## src/rtl/idr_pkg.sv

```systemverilog
// idr_pkg: shared decode constants, next-PC source encodings, exception
// vectors and the interrupt FSM state type for the decode-stage redirect
// controller. Optional opcodes are controlled by IDR_BLEZ_BGTZ_EN.
package idr_pkg;

  // Primary opcodes
  localparam logic [5:0] OP_RTYPE = 6'h00;
  localparam logic [5:0] OP_J     = 6'h02;
  localparam logic [5:0] OP_JAL   = 6'h03;
  localparam logic [5:0] OP_BEQ   = 6'h04;
  localparam logic [5:0] OP_BNE   = 6'h05;
  localparam logic [5:0] OP_BLEZ  = 6'h06;
  localparam logic [5:0] OP_BGTZ  = 6'h07;
  localparam logic [5:0] OP_ADDI  = 6'h08;
  localparam logic [5:0] OP_ADDIU = 6'h09;
  localparam logic [5:0] OP_SLTI  = 6'h0a;
  localparam logic [5:0] OP_SLTIU = 6'h0b;
  localparam logic [5:0] OP_ANDI  = 6'h0c;
  localparam logic [5:0] OP_ORI   = 6'h0d;
  localparam logic [5:0] OP_LUI   = 6'h0f;
  localparam logic [5:0] OP_LW    = 6'h23;
  localparam logic [5:0] OP_SW    = 6'h2b;

  // R-type function codes that redirect fetch
  localparam logic [5:0] FN_JR    = 6'h08;
  localparam logic [5:0] FN_JALR  = 6'h09;

  // Next-PC source selects seen by the fetch stage
  localparam logic [2:0] PCSRC_SEQ    = 3'd0;
  localparam logic [2:0] PCSRC_BRANCH = 3'd1;
  localparam logic [2:0] PCSRC_JUMP   = 3'd2;
  localparam logic [2:0] PCSRC_INT    = 3'd3;
  localparam logic [2:0] PCSRC_EXC    = 3'd4;

  // Default trap targets applied by fetch
  localparam logic [31:0] INT_VECTOR_ADDR = 32'h8000_0004;
  localparam logic [31:0] EXC_VECTOR_ADDR = 32'h8000_0008;

`ifdef IDR_BLEZ_BGTZ_EN
  localparam logic BLEZ_BGTZ_EN = 1'b1;
`else
  localparam logic BLEZ_BGTZ_EN = 1'b0;
`endif

  // Interrupt tracking: RUN (idle), PEND (waiting for a takeable
  // instruction), SERV (handler running in kernel space)
  typedef enum logic [1:0] {
    ST_RUN  = 2'd0,
    ST_PEND = 2'd1,
    ST_SERV = 2'd2
  } int_state_e;

  // True for every opcode the pipeline knows how to execute.
  function automatic logic opcode_defined(input logic [5:0] op);
    logic known;
    case (op)
      OP_RTYPE, OP_J, OP_JAL, OP_BEQ, OP_BNE,
      OP_ADDI, OP_ADDIU, OP_SLTI, OP_SLTIU, OP_ANDI, OP_ORI,
      OP_LUI, OP_LW, OP_SW:  known = 1'b1;
      OP_BLEZ, OP_BGTZ:      known = BLEZ_BGTZ_EN;
      default:               known = 1'b0;
    endcase
    return known;
  endfunction

  // True when a nonzero destination register is read by the ID instruction.
  function automatic logic reads_reg(input logic [4:0] wreg,
                                     input logic [4:0] rs,
                                     input logic [4:0] rt,
                                     input logic       rt_src);
    return (wreg != 5'd0) && ((wreg == rs) || (rt_src && (wreg == rt)));
  endfunction

endpackage

```

## src/rtl/id_redirect_ctrl_if.sv

```systemverilog
// id_redirect_ctrl_if: fetch-stage next-PC interface. The decode stage
// (master) receives the fetched instruction and returns redirect controls;
// the fetch stage (slave) owns the PC mux.
interface id_redirect_ctrl_if;

  // Fetch -> decode
  logic [31:0] instructionIF;
  logic [31:0] PCIF;
  logic [31:0] PCplus4IF;

  // Decode -> fetch
  logic [2:0]  PCSrcID;
  logic [31:0] branchaddrID;
  logic [31:0] jumpaddrID;
  logic [31:0] int_vector;
  logic [31:0] exc_vector;
  logic        stall;
  logic        flush;
  logic        exception;

  modport master (
    input  instructionIF, PCIF, PCplus4IF,
    output PCSrcID, branchaddrID, jumpaddrID, int_vector, exc_vector,
           stall, flush, exception
  );

  modport slave (
    output instructionIF, PCIF, PCplus4IF,
    input  PCSrcID, branchaddrID, jumpaddrID, int_vector, exc_vector,
           stall, flush, exception
  );

endinterface

```

## src/rtl/idr_branch_cmp.sv

```systemverilog
// idr_branch_cmp: branch opcode recognition, outcome evaluation and
// target computation for the ID instruction. blez/bgtz are recognised
// only when IDR_BLEZ_BGTZ_EN is defined.
module idr_branch_cmp
  import idr_pkg::*;
(
  input  logic [5:0]  opcode_i,
  input  logic [15:0] imm16_i,
  input  logic [31:0] pcplus4_i,
  input  logic [31:0] rs_data_i,
  input  logic [31:0] rt_data_i,
  output logic        is_branch_o,
  output logic        taken_o,
  output logic [31:0] branch_addr_o
);

  logic [31:0] offset;

  // Word offset, sign-extended; the add wraps at 32 bits.
  assign offset        = {{14{imm16_i[15]}}, imm16_i, 2'b00};
  assign branch_addr_o = pcplus4_i + offset;

  // Classify the opcode and evaluate its condition on the forwarded operands.
  always_comb begin
    is_branch_o = 1'b0;
    taken_o     = 1'b0;
    case (opcode_i)
      OP_BEQ: begin
        is_branch_o = 1'b1;
        taken_o     = (rs_data_i == rt_data_i);
      end
      OP_BNE: begin
        is_branch_o = 1'b1;
        taken_o     = (rs_data_i != rt_data_i);
      end
`ifdef IDR_BLEZ_BGTZ_EN
      OP_BLEZ: begin
        is_branch_o = 1'b1;
        taken_o     = ($signed(rs_data_i) <= 32'sd0);
      end
      OP_BGTZ: begin
        is_branch_o = 1'b1;
        taken_o     = ($signed(rs_data_i) > 32'sd0);
      end
`endif
      default: begin
        is_branch_o = 1'b0;
        taken_o     = 1'b0;
      end
    endcase
  end

endmodule

```

## src/rtl/id_redirect_ctrl.sv

```systemverilog
// id_redirect_ctrl: IF/ID pipeline register plus decode-stage redirect
// control (branches, jumps, load-use and branch-operand stalls, undefined
// opcode exceptions, external interrupts). Optional blez/bgtz support is
// enabled with the IDR_BLEZ_BGTZ_EN macro.
module id_redirect_ctrl
  import idr_pkg::*;
#(
  parameter logic [31:0] INT_VECTOR = INT_VECTOR_ADDR,
  parameter logic [31:0] EXC_VECTOR = EXC_VECTOR_ADDR
) (
  input  logic                       clk,
  input  logic                       reset,
  input  logic                       intterupt,
  id_redirect_ctrl_if.master         fetch,
  input  logic [31:0]                rs_data,
  input  logic [31:0]                rt_data,
  input  logic                       ex_memread,
  input  logic                       ex_regwrite,
  input  logic [4:0]                 ex_wreg,
  input  logic                       mem_memread,
  input  logic [4:0]                 mem_wreg,
  output logic [31:0]                instructionID,
  output logic [31:0]                PCID,
  output logic [31:0]                PCplus4ID,
  output logic                       validID,
  output logic                       id_bubble,
  output logic [31:0]                epc
);

  // IF/ID and trap state
  logic [31:0] instr_q, instr_d;
  logic [31:0] pc_q,    pc_d;
  logic [31:0] pc4_q,   pc4_d;
  logic        valid_q, valid_d;
  logic [31:0] epc_q,   epc_d;
  int_state_e  state_q;

  // Decode fields
  logic [5:0]  opcode;
  logic [5:0]  funct;
  logic [4:0]  rs;
  logic [4:0]  rt;
  logic        rt_is_src;
  logic        is_jr;
  logic        is_jump;
  logic        is_branch;
  logic        br_taken;
  logic [31:0] branch_addr;

  // Hazards and events
  logic        loaduse;
  logic        brhaz;
  logic        exc;
  logic        take_int;
  logic        stall_w;
  logic        redirect;
  logic        flush_w;
  logic [2:0]  pcsrc;

  assign opcode    = instr_q[31:26];
  assign funct     = instr_q[5:0];
  assign rs        = instr_q[25:21];
  assign rt        = instr_q[20:16];
  assign rt_is_src = (opcode == OP_RTYPE) || (opcode == OP_BEQ) ||
                     (opcode == OP_BNE)   || (opcode == OP_SW);
  assign is_jr     = (opcode == OP_RTYPE) &&
                     ((funct == FN_JR) || (funct == FN_JALR));
  assign is_jump   = (opcode == OP_J) || (opcode == OP_JAL) || is_jr;

  idr_branch_cmp u_branch_cmp (
    .opcode_i      (opcode),
    .imm16_i       (instr_q[15:0]),
    .pcplus4_i     (pc4_q),
    .rs_data_i     (rs_data),
    .rt_data_i     (rt_data),
    .is_branch_o   (is_branch),
    .taken_o       (br_taken),
    .branch_addr_o (branch_addr)
  );

  // A load in EX cannot forward in time for any ID consumer; a branch or
  // register jump resolved here also needs an EX ALU result or MEM load data.
  assign loaduse = ex_memread && reads_reg(ex_wreg, rs, rt, rt_is_src);
  assign brhaz   = (is_branch || is_jr) &&
                   ((ex_regwrite && reads_reg(ex_wreg, rs, rt, rt_is_src)) ||
                    (mem_memread && reads_reg(mem_wreg, rs, rt, rt_is_src)));

  // Exceptions outrank interrupts, which outrank stalls; interrupts are
  // only taken on a valid user-space instruction so the handler is not
  // re-entered from kernel code.
  assign exc      = valid_q && !opcode_defined(opcode);
  assign take_int = (state_q == ST_PEND) && valid_q && !pc_q[31] && !exc;
  assign stall_w  = valid_q && !exc && !take_int && (loaduse || brhaz);
  assign redirect = valid_q && !stall_w && ((is_branch && br_taken) || is_jump);
  assign flush_w  = exc || take_int || redirect;

  // Next-PC source select in priority order.
  always_comb begin
    pcsrc = PCSRC_SEQ;
    if (exc)                                  pcsrc = PCSRC_EXC;
    else if (take_int)                        pcsrc = PCSRC_INT;
    else if (stall_w)                         pcsrc = PCSRC_SEQ;
    else if (valid_q && is_branch && br_taken) pcsrc = PCSRC_BRANCH;
    else if (valid_q && is_jump)              pcsrc = PCSRC_JUMP;
    else                                      pcsrc = PCSRC_SEQ;
  end

  // Fetch-stage controls
  assign fetch.PCSrcID      = pcsrc;
  assign fetch.branchaddrID = branch_addr;
  assign fetch.jumpaddrID   = is_jr ? rs_data : {pc4_q[31:28], instr_q[25:0], 2'b00};
  assign fetch.int_vector   = INT_VECTOR;
  assign fetch.exc_vector   = EXC_VECTOR;
  assign fetch.stall        = stall_w;
  assign fetch.flush        = flush_w;
  assign fetch.exception    = exc;

  // Pipeline register and trap outputs
  assign instructionID = instr_q;
  assign PCID          = pc_q;
  assign PCplus4ID     = pc4_q;
  assign validID       = valid_q;
  assign epc           = epc_q;
  assign id_bubble     = stall_w || exc || take_int || !valid_q;

  // Next IF/ID contents: hold on stall, otherwise take fetch output and
  // mark it dead if this cycle redirects; capture resume PC on a trap.
  always_comb begin
    instr_d = instr_q;
    pc_d    = pc_q;
    pc4_d   = pc4_q;
    valid_d = valid_q;
    epc_d   = epc_q;
    if (!stall_w) begin
      instr_d = fetch.instructionIF;
      pc_d    = fetch.PCIF;
      pc4_d   = fetch.PCplus4IF;
      valid_d = !flush_w;
    end
    if (exc || take_int) begin
      epc_d = pc_q;
    end
  end

  // IF/ID and epc registers.
  always_ff @(posedge clk) begin
    if (reset) begin
      instr_q <= 32'd0;
      pc_q    <= 32'd0;
      pc4_q   <= 32'd0;
      valid_q <= 1'b0;
      epc_q   <= 32'd0;
    end else begin
      instr_q <= instr_d;
      pc_q    <= pc_d;
      pc4_q   <= pc4_d;
      valid_q <= valid_d;
      epc_q   <= epc_d;
    end
  end

  // Interrupt FSM: latch a request in RUN, serve it once, and rearm only
  // after execution is back in user space. An exception freezes it.
  always_ff @(posedge clk) begin
    if (reset) begin
      state_q <= ST_RUN;
    end else if (!exc) begin
      case (state_q)
        ST_RUN:  if (intterupt)                state_q <= ST_PEND;
        ST_PEND: if (take_int)                 state_q <= ST_SERV;
        ST_SERV: if (valid_q && !pc_q[31])     state_q <= ST_RUN;
        default:                               state_q <= ST_RUN;
      endcase
    end
  end

endmodule

```

## src/flat_wrapper.sv

```systemverilog
// flat-port wrapper written by rule: the top's interface ports become plain ports
module id_redirect_ctrl_flat import idr_pkg::*;
#(
  parameter logic [31:0] INT_VECTOR = INT_VECTOR_ADDR,
  parameter logic [31:0] EXC_VECTOR = EXC_VECTOR_ADDR
)
  (clk, reset, intterupt, rs_data, rt_data, ex_memread, ex_regwrite, ex_wreg, mem_memread, mem_wreg, instructionID, PCID, PCplus4ID, validID, id_bubble, epc, fetch_instructionIF, fetch_PCIF, fetch_PCplus4IF, fetch_PCSrcID, fetch_branchaddrID, fetch_jumpaddrID, fetch_int_vector, fetch_exc_vector, fetch_stall, fetch_flush, fetch_exception);
  id_redirect_ctrl_if fetch_i ();
  input  logic clk;
  input  logic reset;
  input  logic intterupt;
  input  logic [31:0] rs_data;
  input  logic [31:0] rt_data;
  input  logic ex_memread;
  input  logic ex_regwrite;
  input  logic [4:0] ex_wreg;
  input  logic mem_memread;
  input  logic [4:0] mem_wreg;
  output logic [31:0] instructionID;
  output logic [31:0] PCID;
  output logic [31:0] PCplus4ID;
  output logic validID;
  output logic id_bubble;
  output logic [31:0] epc;
  input wire logic [$bits(fetch_i.instructionIF)-1:0] fetch_instructionIF;
  input wire logic [$bits(fetch_i.PCIF)-1:0] fetch_PCIF;
  input wire logic [$bits(fetch_i.PCplus4IF)-1:0] fetch_PCplus4IF;
  output wire logic [$bits(fetch_i.PCSrcID)-1:0] fetch_PCSrcID;
  output wire logic [$bits(fetch_i.branchaddrID)-1:0] fetch_branchaddrID;
  output wire logic [$bits(fetch_i.jumpaddrID)-1:0] fetch_jumpaddrID;
  output wire logic [$bits(fetch_i.int_vector)-1:0] fetch_int_vector;
  output wire logic [$bits(fetch_i.exc_vector)-1:0] fetch_exc_vector;
  output wire logic [$bits(fetch_i.stall)-1:0] fetch_stall;
  output wire logic [$bits(fetch_i.flush)-1:0] fetch_flush;
  output wire logic [$bits(fetch_i.exception)-1:0] fetch_exception;
  assign fetch_i.instructionIF = fetch_instructionIF;
  assign fetch_i.PCIF = fetch_PCIF;
  assign fetch_i.PCplus4IF = fetch_PCplus4IF;
  assign fetch_PCSrcID = fetch_i.PCSrcID;
  assign fetch_branchaddrID = fetch_i.branchaddrID;
  assign fetch_jumpaddrID = fetch_i.jumpaddrID;
  assign fetch_int_vector = fetch_i.int_vector;
  assign fetch_exc_vector = fetch_i.exc_vector;
  assign fetch_stall = fetch_i.stall;
  assign fetch_flush = fetch_i.flush;
  assign fetch_exception = fetch_i.exception;
  id_redirect_ctrl #(.INT_VECTOR(INT_VECTOR), .EXC_VECTOR(EXC_VECTOR)) u_core (.clk(clk), .reset(reset), .intterupt(intterupt), .fetch(fetch_i), .rs_data(rs_data), .rt_data(rt_data), .ex_memread(ex_memread), .ex_regwrite(ex_regwrite), .ex_wreg(ex_wreg), .mem_memread(mem_memread), .mem_wreg(mem_wreg), .instructionID(instructionID), .PCID(PCID), .PCplus4ID(PCplus4ID), .validID(validID), .id_bubble(id_bubble), .epc(epc));
endmodule
```

## config.mk

```make
export PLATFORM = sky130hd
export DESIGN_NAME = id_redirect_ctrl_flat
export DESIGN_NICKNAME = d
export VERILOG_FILES = /design/src/rtl/idr_pkg.sv /design/src/rtl/id_redirect_ctrl_if.sv /design/src/rtl/idr_branch_cmp.sv /design/src/rtl/id_redirect_ctrl.sv /design/src/flat_wrapper.sv
export SDC_FILE = /design/constraint.sdc
export NUM_CORES = 1
export LEC_CHECK = 0
export BUFFER_PORTS_ARGS = -buffer_cell sky130_fd_sc_hd__buf_4
export CORE_AREA = 2 2 171 173
export CTS_BUF_LIST = sky130_fd_sc_hd__clkbuf_8
export DETAILED_ROUTE_END_ITERATION = 7
export DIE_AREA = 0 0 173 175
export GPL_ROUTABILITY_DRIVEN = 1
export PLACE_DENSITY = 0.61
export SETUP_SLACK_MARGIN = 0.15
export SLEW_MARGIN = 30
export SYNTH_ARGS = -nofsm -noshare
export SYNTH_HDL_FRONTEND = slang
export SYNTH_SLANG_ARGS = --single-unit
```

## constraint.sdc

```tcl
create_clock -name clk -period 2.81 [get_ports clk]
set_clock_uncertainty 0.2 [all_clocks]
set_input_delay 0.281 -clock clk [delete_from_list [all_inputs] [get_ports clk]]
set_output_delay 0.281 -clock clk [all_outputs]
set_load 0.01 [all_outputs]
```

# Word level (Yosys, flattened, before mapping)

Memories as Yosys holds them, arrays and structs flattened. A register that Yosys moved wholly into a read port is not among the register bits.
Cells that the tools add are included.

Add/sub/neg operators: 1
Eq/ne operators: 18
Mux-type cells: 14
Bitwise gates (word level): 1
Reduce and logical (&&, ||, !) cells: 53

Operator list:

| cell                                                  | count |
|---|---|
| adder 32 bit                                          | 1 |
| == test 32 bit                                        | 1 |
| two-way mux 32 bit                                    | 1 |
| inequality test 32 bit                                | 1 |
| logical AND 1 bit                                     | 23 |
| == test 5 bit                                         | 4 |
| logical OR 1 bit                                      | 17 |
| == test 6 x 2 -> 1 bit, second input constant         | 2 |
| == test 6 x 3 -> 1 bit, second input constant         | 2 |
| == test 6 x 4 -> 1 bit, second input constant         | 2 |
| two-way mux 3 bit                                     | 4 |
| two-way mux 6 bit                                     | 2 |
| nonzero test 5 bit                                    | 2 |
| two-way mux 2 bit                                     | 4 |
| zero test 1 bit                                       | 7 |
| == test 6 bit, second input constant                  | 1 |
| zero test 6 bit                                       | 1 |
| one-hot mux 2 bit (3 select lines)                    | 1 |
| inequality test 2 x 1 -> 1 bit, second input constant | 2 |
| AND reduction 4 bit                                   | 1 |
| == test 2 x 1 -> 1 bit, second input constant         | 1 |
| == test 2 bit, second input constant                  | 1 |
| zero test 2 bit                                       | 1 |
| inequality test 2 bit, second input constant          | 1 |
| 4 further kinds                                       | 4 |

Bits in registers: 131
ROM bits: 64
Bits of input ports: 176
Output and inout port bits: 264
Logic and storage cells: 94
Memories: 1

Memory list:

| memory          | depth | bits a word | read ports | clocked after Yosys merged registers in | write ports | RTL line      | source |
|---|---|---|---|---|---|---|---|
| (no name shown) | 64    | 1           | 1          | 1                                       | 0           | idr_pkg.sv:56 | `case (op)` |

# Longest topological paths before layout

Gate-level depths: netlist of the first run.

Word-level depth: 17
Mapped depth: 12

# By module

From an unflattened synthesis of the first run, not the netlist that was laid out.

Cells, all modules: 1093
Area total of the unflattened synthesis: 8992.4 µm²

By module, submodules not included:

| module           | instances | cells each | area an instance (µm²) |
|---|---|---|---|
| id_redirect_ctrl | 1         | 809        | 6922.9 |
| idr_branch_cmp   | 1         | 284        | 2069.5 |

# Least setup slack after synthesis of the first run

Ideal clock, no wire load.

Path type: flip-flop to output port
Start: reg u_core.instr_q[15], in the netlist u_core.instructionID[15]
End: out fetch_branchaddrID[30]
Data arrival time: 2.640 ns
Path slack: -0.311 ns
Stages on the path, launching flop included: 11
Cells stage by stage: dfxtp_1 -> ha_1 -> a21o_1 -> a21oi_1 -> o21bai_1 -> a2111o_1 -> a21oi_1 -> o21ai_1 -> a211o_1 -> a21oi_1 -> xnor2_1

Cells in the longest elaborated chain, start to end: 1

RTL lines:

| what                     | RTL line                | source |
|---|---|---|
| start: declaration       | id_redirect_ctrl.sv:31  | `logic [31:0] instr_q, instr_d;` |
| start signal: assignment | id_redirect_ctrl.sv:154 | `instr_q <= instr_d;` |
| adder 32 bit             | idr_branch_cmp.sv:21    | `assign branch_addr_o = pcplus4_i + offset;` |
| end: declaration         | flat_wrapper.sv:29      | `output wire logic [$bits(fetch_i.branchaddrID)-1:0] fetch_branchaddrID;` |

No other way between the ends.

# Worst setup path after layout of the first run

Start: reg u_core.instr_q[0], in the netlist u_core.instructionID[0]
End: out fetch_branchaddrID[24]

Same word-level chain as after synthesis.

==> flow_metrics.tcl, run 1 <==
set metrics [dict create \
    drt-vias-per-instance 4.49 \
    worst_slack_ns -0.772 \
    ys_seq_area_frac 0.340 \
    ys_types 55 \
    post-route-drc-count 0 \
    core_um2 28400 \
    gr-usage-all-layers 0.209 \
    dpl.cell_count 1726 \
    slew_headroom 0.588 \
    violations_in_the_final_reports "setup timing" \
    number_of_antenna_violations_at_the_first_check_in_global_routing 0 \
    layout_worst_path_cycle_share 1.27 \
    hold_class "flop to flop" \
    yosys_most_used_dff "dfxtp_1" \
    worst_ep_required_time_ns 2.33 \
    root_buffer "clkbuf_8" \
    path_clk_slew_ns 0.09 \
    leakagePower_nw 6.71 \
    timing.fmax_mhz 279 \
    drv_slew 0 \
    power.ir.vdd_worst_uv 406 \
    pin_count 440 \
    std_cell_rows 62 \
    critical_path_arrival_ns 3.10 \
    die-height_um 175 \
    antenna_violating_nets_post_route 0 \
    cell_with_the_most_instances_after_synthesis "dfxtp_1" \
    crit_path_start "u_core.instructionID[0]" \
    status "complete, but fails checks" \
    number_of_sinks_on_the_clock_net 132 \
    clock_buffer_count_from_cts 17 \
    final_core_util 0.515 \
    crit_fanout 2 \
    total_die_area_um2 30300 \
    layout.filler_cells 2595 \
    nets 1719 \
    crit_path_end_kind "primary output" \
    detailroute.via_count 8576 \
    final_layout_size_suffix_gt1_frac 0.459 \
    via_count_of_the_first_global_routing_pass 8562 \
    synth.ff_latch_count 132 \
    ys_top_cells_by_count "132 x dfxtp_1, 118 x nor2_1, 97 x mux2i_1" \
    synth_enable_flop_cells 0 \
    count_of_routing_violations_after_the_opening_detailed_route_iteration 311 \
    drv.max_cap_violation_count 0 \
    synth_area_um2 7780 \
    place_congestion 0.857 \
    synthesis.area_per_instance_um2 8.67 \
    layout-area-overhead-vs-synth_pct 88.2 \
    ys.warnings.count 0 \
    transition_time_of_the_tightest_slew_check_pin_ns 0.613 \
    period_needed_ns 3.58 \
    post_synthesis_cell_type_with_the_largest_combined_area "dfxtp_1" \
    register_area_um2 2670 \
    grt_overflow 0 \
    port_buffers 375 \
    tns_ns -61.63 \
    worst_setup_path_start_kind "flop" \
    dpl_worst_slack_ns -0.384 \
    synth_top_cells_by_area "dfxtp_1 34%, mux2i_1 12%, buf_4 7.4%" \
    worstSetupPathType "flop to primary output" \
    grt_setup_unrepaired "true" \
    clock_tree.htree_level_count 4 \
    async_reset_ff_frac 0 \
    dr.pass1.iters 5 \
    final-setup-viol-count 157 \
    stdcell_count 1910 \
    global_route_wire_length_before_repair_um 49300 \
    clk_latency_ns 0.45 \
    route.final.wire_length_um 33400 \
    synth.top_cell.area_share 0.340 \
    floorplan.die.width_um 173 \
    initial_utilization 0.274 \
    ctsLongestPathBuffers 2 \
    insertedDiodeCount 0 \
    multi_input_area_um2 5160 \
    endpoints_failing_hold 0 \
    largest_net_degree_at_the_start_of_global_routing 70 \
    synthesis.instances 897 \
    tritoncts "built" \
    power.density_cell_area_nw_per_um2 385 \
    worstReg2RegStart "u_core.instructionID[5]" \
    route.detailed.wl_per_inst_um 17.5 \
    post-dp-hpwl_um 23400 \
    hp-start "u_core.epc[26]" \
]
layout by cell type (no fill, tap or decap), types with 4 or more instances in the layout:
cell           synthesis  layout
or4_1                  4       4
xnor2_2                0      10
inv_6                  0       4
ha_4                   0       6
a21oi_1               67      50
a21o_1                12      12
buf_16                 0      11
mux2i_2                0       7
ha_1                  29      23
inv_8                  0       6
nor3_1                12      11
buf_4                 77     446
o21ai_0               12       7
clkbuf_8               0      17
nor4_1                10      10
dlygate4sd3_1          0      98
dfxtp_2                0      12
xor2_1                44      42
dfxtp_1              132     118
buf_12                 0      16
inv_2                  1       4
nor2b_1                5       4
conb_1                 2      64
a211oi_2               0       4
nand2_1               81      75
o21ai_1                6       5
nor2_1               118     115
buf_8                  0       9
inv_1                 22      19
nand4_1                7       7
mux2_4                 0      25
buf_6                  1      63
a21oi_2                0      15
mux2i_1               97      90
nand3_1               12      12
xnor2_1               36      26
worst paths after layout:
| check | to | slack, ns | cells past startpoint |
|---|---|---|---|
| max | fetch_branchaddrID[24] | -0.77 | 13 |
| min | u_core.epc[26] | 0.26 | 2 |
| max reg2reg | u_core.PCplus4ID[2] | -0.47 | 17 |
| min reg2reg | u_core.epc[26] | 0.26 | 2 |
per-stage QoR:
step                area, um^2  power (mW)  hold WS, ns
finish                   14600        5.64        0.258
CTS                      14100        5.62        0.258
floorplan                 8160        2.81        0.217
global placement         11700        3.55        0.238
detailed placement       11700        3.57        0.246
global route             14600        5.93        0.280
kinds of logic (layout without fill, tap and decap cells):
family	Yosys count	in the layout	synth area share
and+or+nand+nor	267	267	0.152
DFF	132	132	0.340
other	2	64	0.000966
buffers and inverters	132	699	0.102
xor gates and xnor gates	80	80	0.0901
muxes	122	122	0.161
AOI/OAI and AO/OA	132	132	0.105
adders and majority gates	30	30	0.0492
power breakdown:
part / switching, mW / internal [mW]
Combinational: 0.800 / 0.944
Sequential: 0.0932 / 1.97
Clock: 0.990 / 0.839
per-layer routing:
layer / track usage / vias up / share of wire
li1: - / 4179 / -
met1: 0.251 / 4074 / 0.42
met2: 0.381 / 306 / 0.51
met3: 0.0492 / 17 / 0.061
met4: 0.0406 / 0 / 0.0096
met5: 0 / - / 0
state kept, by name, summed over array words and instances, names as in the netlist, named ones only:
name,count
u_core.PCplus4ID,32
u_core.instructionID,32
u_core.validID,1
u_core.PCID,32
u_core.epc,32
u_core.state_q,2
critical path, cell delays in order, from the launching register on:
cell and delay, ns:
dfxtp_4 0.36, ha_4 0.16, inv_2 0.05, fa_2 0.20, nor2b_2 0.05, o21ai_2 0.15, a21o_1 0.18, a211oi_2 0.09
nor3_2 0.24, o211ai_1 0.17, o41ai_2 0.28, or4b_1 0.48, o211ai_1 0.11, buf_4 0.15
repair_timing:
action,4_1_cts,5_1_grt
gates resized for setup,128,87
endpoints found under the setup margin,158,160
hold buffers,98,0
buffers inserted,27,16
gates cloned,10,1
hold endpoints to repair,105,0
pin swaps,37,39
cell type report:
class,count,share of cell area
clock inverters,15,0.0127
flip-flops and latches,132,0.182
well taps,384,0.0328
inverters,23,0.00590
clock buffers,17,0.0160
repair buffers,644,0.398
multi-input cells,695,0.353
(Power assumes the default switching activity.)
==> run 2, diff against run 1 <==
--- a/config.mk
+++ b/config.mk
@@ -6,12 +6,14 @@
 export NUM_CORES = 1
 export LEC_CHECK = 0
 export BUFFER_PORTS_ARGS = -buffer_cell sky130_fd_sc_hd__buf_4
-export CORE_AREA = 2 2 171 173
+export CELL_PAD_IN_SITES_DETAIL_PLACEMENT = 1
+export CELL_PAD_IN_SITES_GLOBAL_PLACEMENT = 1
+export CORE_AREA = 2 2 172 174
 export CTS_BUF_LIST = sky130_fd_sc_hd__clkbuf_8
 export DETAILED_ROUTE_END_ITERATION = 7
-export DIE_AREA = 0 0 173 175
+export DIE_AREA = 0 0 174 176
 export GPL_ROUTABILITY_DRIVEN = 1
-export PLACE_DENSITY = 0.61
+export PLACE_DENSITY = 0.79
 export SETUP_SLACK_MARGIN = 0.15
 export SLEW_MARGIN = 30
 export SYNTH_ARGS = -nofsm -noshare
==> flow_metrics.tcl, run 2 (synthesis results as in run 1) <==
set metrics [dict create \
    tritoncts "built" \
    die-height_um 176 \
    cp_slowest_cell "or4b_1" \
    floorplan.die.width_um 174 \
    worst_ep_required_time_ns 2.33 \
    timing.critical_path.buf_inv 3 \
    transition_time_of_the_tightest_slew_check_pin_ns 0.549 \
    nets 1765 \
    critical_path.max_stage_delay_ns 0.43 \
    timing.critical_path.max_delay_family "compound AO/OA/AOI/OAI gates" \
    ctsLongestPathBuffers 2 \
    grt_overflow 0 \
    total_power_mw 5.77 \
    dpl.cell_count 1747 \
    tns_ns -64.93 \
    post-route-drc-count 0 \
    route.final.wire_length_um 44600 \
    mostFrequentLayoutCells "467 x buf_4, 118 x dfxtp_1, 111 x nor2_1" \
    dr.pass1.iters 4 \
    std_cell_rows 62 \
    clock_tree.htree_level_count 4 \
    status "complete, but fails checks" \
    drv_slew 0 \
    endpoints_failing_hold 0 \
    via_count_of_the_first_global_routing_pass 10553 \
    drv.max_cap_violation_count 0 \
    violations_in_the_final_reports "setup timing" \
    final_core_util 0.531 \
    insertedDiodeCount 0 \
    total_die_area_um2 30600 \
    gr-usage-all-layers 0.264 \
    period_needed_ns 3.99 \
    clock_buffer_count_from_cts 17 \
    largest_net_degree_at_the_start_of_global_routing 69 \
    path_clk_slew_ns 0.10 \
    route.detailed.wl_per_inst_um 22.8 \
    place_congestion 0.864 \
    timing.fmax_mhz 251 \
    number_of_sinks_on_the_clock_net 132 \
    power.ir.vdd_worst_uv 262 \
    grt_most_used_layer "met2" \
    pin_count 440 \
    final-setup-viol-count 157 \
    clk_latency_ns 0.46 \
    power.density_cell_area_nw_per_um2 381 \
    post-dp-hpwl_um 26800 \
    antenna_violating_nets_post_route 0 \
    global_route_wire_length_before_repair_um 62200 \
    final_layout_size_suffix_gt1_frac 0.489 \
    worstSetupPathType "flop to primary output" \
    dpl_worst_slack_ns -0.428 \
    layout-area-overhead-vs-synth_pct 94.8 \
    hold_class "flop to flop" \
    number_of_antenna_violations_at_the_first_check_in_global_routing 1 \
    port_buffers 375 \
    slew_headroom 0.630 \
    crit_fanout 2 \
    layout_worst_path_cycle_share 1.42 \
    crit_path_end_kind "primary output" \
    timing.critical_path.cells "ha_4, inv_2, fa_2, nor2b_2, o21ai_2, a21o_1, a211oi_2, nor3_2, o211ai_1, o41ai_2, buf_4, or4b_1, o211ai_1, buf_4" \
    grt_use_met2 0.509 \
    drt-vias-per-instance 4.84 \
    core_um2 28500 \
    critical_path_arrival_ns 3.51 \
    commonest_non_fill_non_tap_cell_in_the_layout "buf_4" \
    global_route.usage.met1 0.269 \
    grt_setup_unrepaired "true" \
    detailroute.via_count 9470 \
    initial_utilization 0.272 \
    leakagePower_nw 6.98 \
    count_of_routing_violations_after_the_opening_detailed_route_iteration 389 \
    worst_slack_ns -1.18 \
    root_buffer "clkbuf_8" \
    worst_setup_path_start_kind "flop" \
    stdcell_count 1956 \
    grt.met3_usage 0.0655 \
]
==> run 2: changes by cell type in the layout (fill, tap and decap cells not counted), sizes merged <==
cell,before,now
buf,545,592
bufinv,2,1
clkbuf,18,17
clkinvlp,0,2
inv,33,32
==> run 2: per-stage QoR <==
stage               instance area, um^2  hold WS, ns
finish                            15100        0.257
detailed placement                11900        0.246
global placement                  11900        0.238
floorplan                          8160        0.217
CTS                               14600        0.260
global route                      15100        0.286
==> run 2: layout make-up <==
class / instances / area (um^2)
Tap cell: 384 / 480
Fill cell: 3200 / 13400
Clock buffer: 17 / 234
Clock inverter: 15 / 180
Inverter: 23 / 88.8
Sequential cell: 132 / 2670
Timing Repair Buffer: 690 / 6220
Multi-Input combinational cell: 695 / 5280
==> run 2: final timing paths <==
check                                        startpoint                endpoint  slack, ns  cells after the start
worst max-delay path            u_core.instructionID[0]  fetch_branchaddrID[24]      -1.18                     14
worst min-delay path                     u_core.epc[28]          u_core.epc[28]       0.26                      2
worst max register to register  u_core.instructionID[5]    u_core.PCplus4ID[13]      -0.71                     18
worst min register to register           u_core.epc[28]          u_core.epc[28]       0.26                      2
==> run 2: metal layers <==
layer,vias up,wire length [um],share of wire
met3,119,2920,0.065
met4,0,2020,0.045
met1,4648,15700,0.35
li1,4266,-,-
met2,437,24000,0.54
met5,-,0,0
==> run 2: worst register-to-register path: stages (launching register included) <==
cell and delay [ns]:
dfxtp_4 0.37, buf_6 0.12, nor4b_4 0.34, buf_4 0.18, nand3_4 0.09, nor3_4 0.20, a21oi_2 0.07, o32ai_2 0.27
and4_4 0.31, buf_6 0.11, buf_6 0.08, buf_6 0.08, buf_6 0.08, buf_6 0.10, buf_12 0.14, buf_12 0.12
buf_16 0.11, mux2i_1 0.29, nor2_1 0.10
==> run 2: timing repair <==
item | 4_1_cts | 5_1_grt
buffers inserted | 40 | 30
gates resized for setup | 186 | 77
setup endpoints to repair | 159 | 161
cloned | 9 | 0
hold endpoints to repair | 99 | 0
hold buffers | 98 | 0
pin swaps | 43 | 46
==> run 2: where the power goes <==
group	total, mW	switching [mW]	leakage [nW]	internal (mW)
combinational	1.91	0.928	5.68	0.981
clock	1.79	1.03	0.204	0.760
sequential	2.08	0.103	1.10	1.97
==> run 3, diff against run 2 <==
--- a/config.mk
+++ b/config.mk
@@ -13,6 +13,7 @@
 export DETAILED_ROUTE_END_ITERATION = 7
 export DIE_AREA = 0 0 174 176
 export GPL_ROUTABILITY_DRIVEN = 1
+export MAX_ROUTING_LAYER = met4
 export PLACE_DENSITY = 0.79
 export SETUP_SLACK_MARGIN = 0.15
 export SLEW_MARGIN = 30
==> flow_metrics.tcl, run 3 (synthesis results as in run 1) <==
set metrics [dict create \
    total_die_area_um2 30600 \
    drt-vias-per-instance 4.84 \
    largest_net_degree_at_the_start_of_global_routing 66 \
    total_power_mw 5.82 \
    grt_setup_unrepaired "true" \
    antenna_violating_nets_post_route 0 \
    die-height_um 176 \
    number_of_antenna_violations_at_the_first_check_in_global_routing 1 \
    drv.max_cap_violation_count 0 \
    count_of_routing_violations_after_the_opening_detailed_route_iteration 385 \
    clock_tree.htree_level_count 4 \
    post-route-drc-count 0 \
    grt_overflow 0 \
    worst_slack_ns -1.13 \
    commonest_non_fill_non_tap_cell_in_the_layout "buf_4" \
    combinational_fraction_of_design_power 0.329 \
    place_congestion 0.861 \
    period_needed_ns 3.94 \
    clock_buffer_count_from_cts 17 \
    power.ir.vdd_worst_uv 290 \
    timing.fmax_mhz 254 \
    switching_share 0.350 \
    worst_setup_path_start_kind "flop" \
    violations_in_the_final_reports "setup timing" \
    worstSetupPathType "flop to primary output" \
    dr.pass1.iters 4 \
    nets 1749 \
    ctsLongestPathBuffers 2 \
    layout-area-overhead-vs-synth_pct 93.7 \
    std_cell_rows 62 \
    worst_ep_required_time_ns 2.33 \
    global_route_wire_length_before_repair_um 62100 \
    crit_path_end_kind "primary output" \
    hold_class "input pin to flop" \
    hold-path-cell-count 2 \
    status "complete, but fails checks" \
    power.share.clock 0.314 \
    drv_slew 0 \
    clk_latency_ns 0.46 \
    via_count_of_the_first_global_routing_pass 10479 \
    power.density_cell_area_nw_per_um2 386 \
    mostFrequentLayoutCells "464 x buf_4, 119 x dfxtp_1, 110 x nor2_1" \
    critical_path_arrival_ns 3.46 \
    floorplan.die.width_um 174 \
    ff_to_ff_path_depth 17 \
    layout_worst_path_cycle_share 1.40 \
    hold-worst-slack_ns 0.0346 \
    transition_time_of_the_tightest_slew_check_pin_ns 0.629 \
    pin_count 440 \
    final_layout_size_suffix_gt1_frac 0.484 \
    tritoncts "built" \
    detailroute.via_count 9399 \
    route.detailed.wl_per_inst_um 23.3 \
    core_um2 28500 \
    number_of_sinks_on_the_clock_net 132 \
    seq_power_share 0.357 \
    post-dp-hpwl_um 26900 \
    root_buffer "clkbuf_8" \
    port_buffers 375 \
    cellInternalPower_mw 3.79 \
    endpoints_failing_hold 0 \
    route.final.wire_length_um 45100 \
    leakagePower_nw 6.89 \
    final-setup-viol-count 159 \
    gr-usage-all-layers 0.275 \
    crit_fanout 2 \
    power.switching_mw 2.04 \
    initial_utilization 0.272 \
    path_clk_slew_ns 0.10 \
    slew_headroom 0.577 \
]
run 3: cell types whose count changed in the layout (fill, tap and decap cells not counted), moves of 3 or more:
cell    before  now
buf_6       89   78
inv_8        6    3
buf_4      467  464
buf_16       9   12
buf_12      15   12
run 3: worst paths after layout:
path / start / endpoint / slack, ns
worst max-delay path: u_core.instructionID[0] / fetch_branchaddrID[24] / -1.13
worst min-delay path: reset / u_core.PCID[0] / 0.03
worst max register to register: u_core.instructionID[2] / u_core.instructionID[14] / -0.67
worst min register to register: u_core.epc[21] / u_core.epc[21] / 0.26
run 3: through the flow:
stage	setup TNS (ns)	setup slack, ns	util	instance area [um^2]	std cells
after global placement	-42.56	-0.417	0.413	11800	1744
after CTS	-77.27	-0.903	0.506	14400	1919
final	-79.76	-1.13	0.528	15100	1941
after global routing	-103.03	-1.30	0.528	15100	1941
after detailed placement	-47.40	-0.490	0.413	11800	1744
after floorplan	-0.161	-0.0984	-	8160	959
run 3: area by class of cell:
| type | count | area (um^2) |
|---|---|---|
| antenna | 1 | 2.50 |
| clock buffer | 17 | 234 |
| clock inverter | 15 | 186 |
| fill | 3233 | 13500 |
| inverter | 23 | 88.8 |
| multi-input combinational | 695 | 5330 |
| sequential | 132 | 2660 |
| tap | 384 | 480 |
| timing repair buffer | 674 | 6080 |
run 3: worst max-delay path, stage by stage (launching register included):
cell	delay [ns]
dfxtp_4	0.37
ha_4	0.16
inv_2	0.05
fa_2	0.21
nor2b_2	0.05
o21ai_2	0.14
a21o_1	0.19
a211oi_2	0.09
nor3_2	0.33
o211ai_1	0.19
o41ai_2	0.44
or4b_1	0.49
o211ai_1	0.12
buf_4	0.16
run 3: power groups by stage:
stage	registers (mW)	logic [mW]	clock network [mW]
finish	2.08	1.92	1.83
floorplan	2.15	0.663	0
detailed placement	2.11	1.51	0
CTS	2.07	1.74	1.83
global route	2.09	2.02	1.93
global placement	2.10	1.47	0
run 3: metal layers:
metal  up-vias  wire length (um)  global-route usage
met5         -                 0                   -
met4         0              2080               0.127
met3       111              2690              0.0683
met2       425             24000               0.502
met1      4623             16400               0.277
li1       4240                 -                   -
run 3: what timing repair did:
| action | 4_1_cts | 5_1_grt |
|---|---|---|
| hold endpoints to repair | 98 | 0 |
| pin swaps | 41 | 47 |
| endpoints found under the setup margin | 159 | 161 |
| hold buffers | 97 | 0 |
| gates resized for setup | 167 | 96 |
| buffers inserted | 35 | 20 |
| cloned | 11 | 1 |
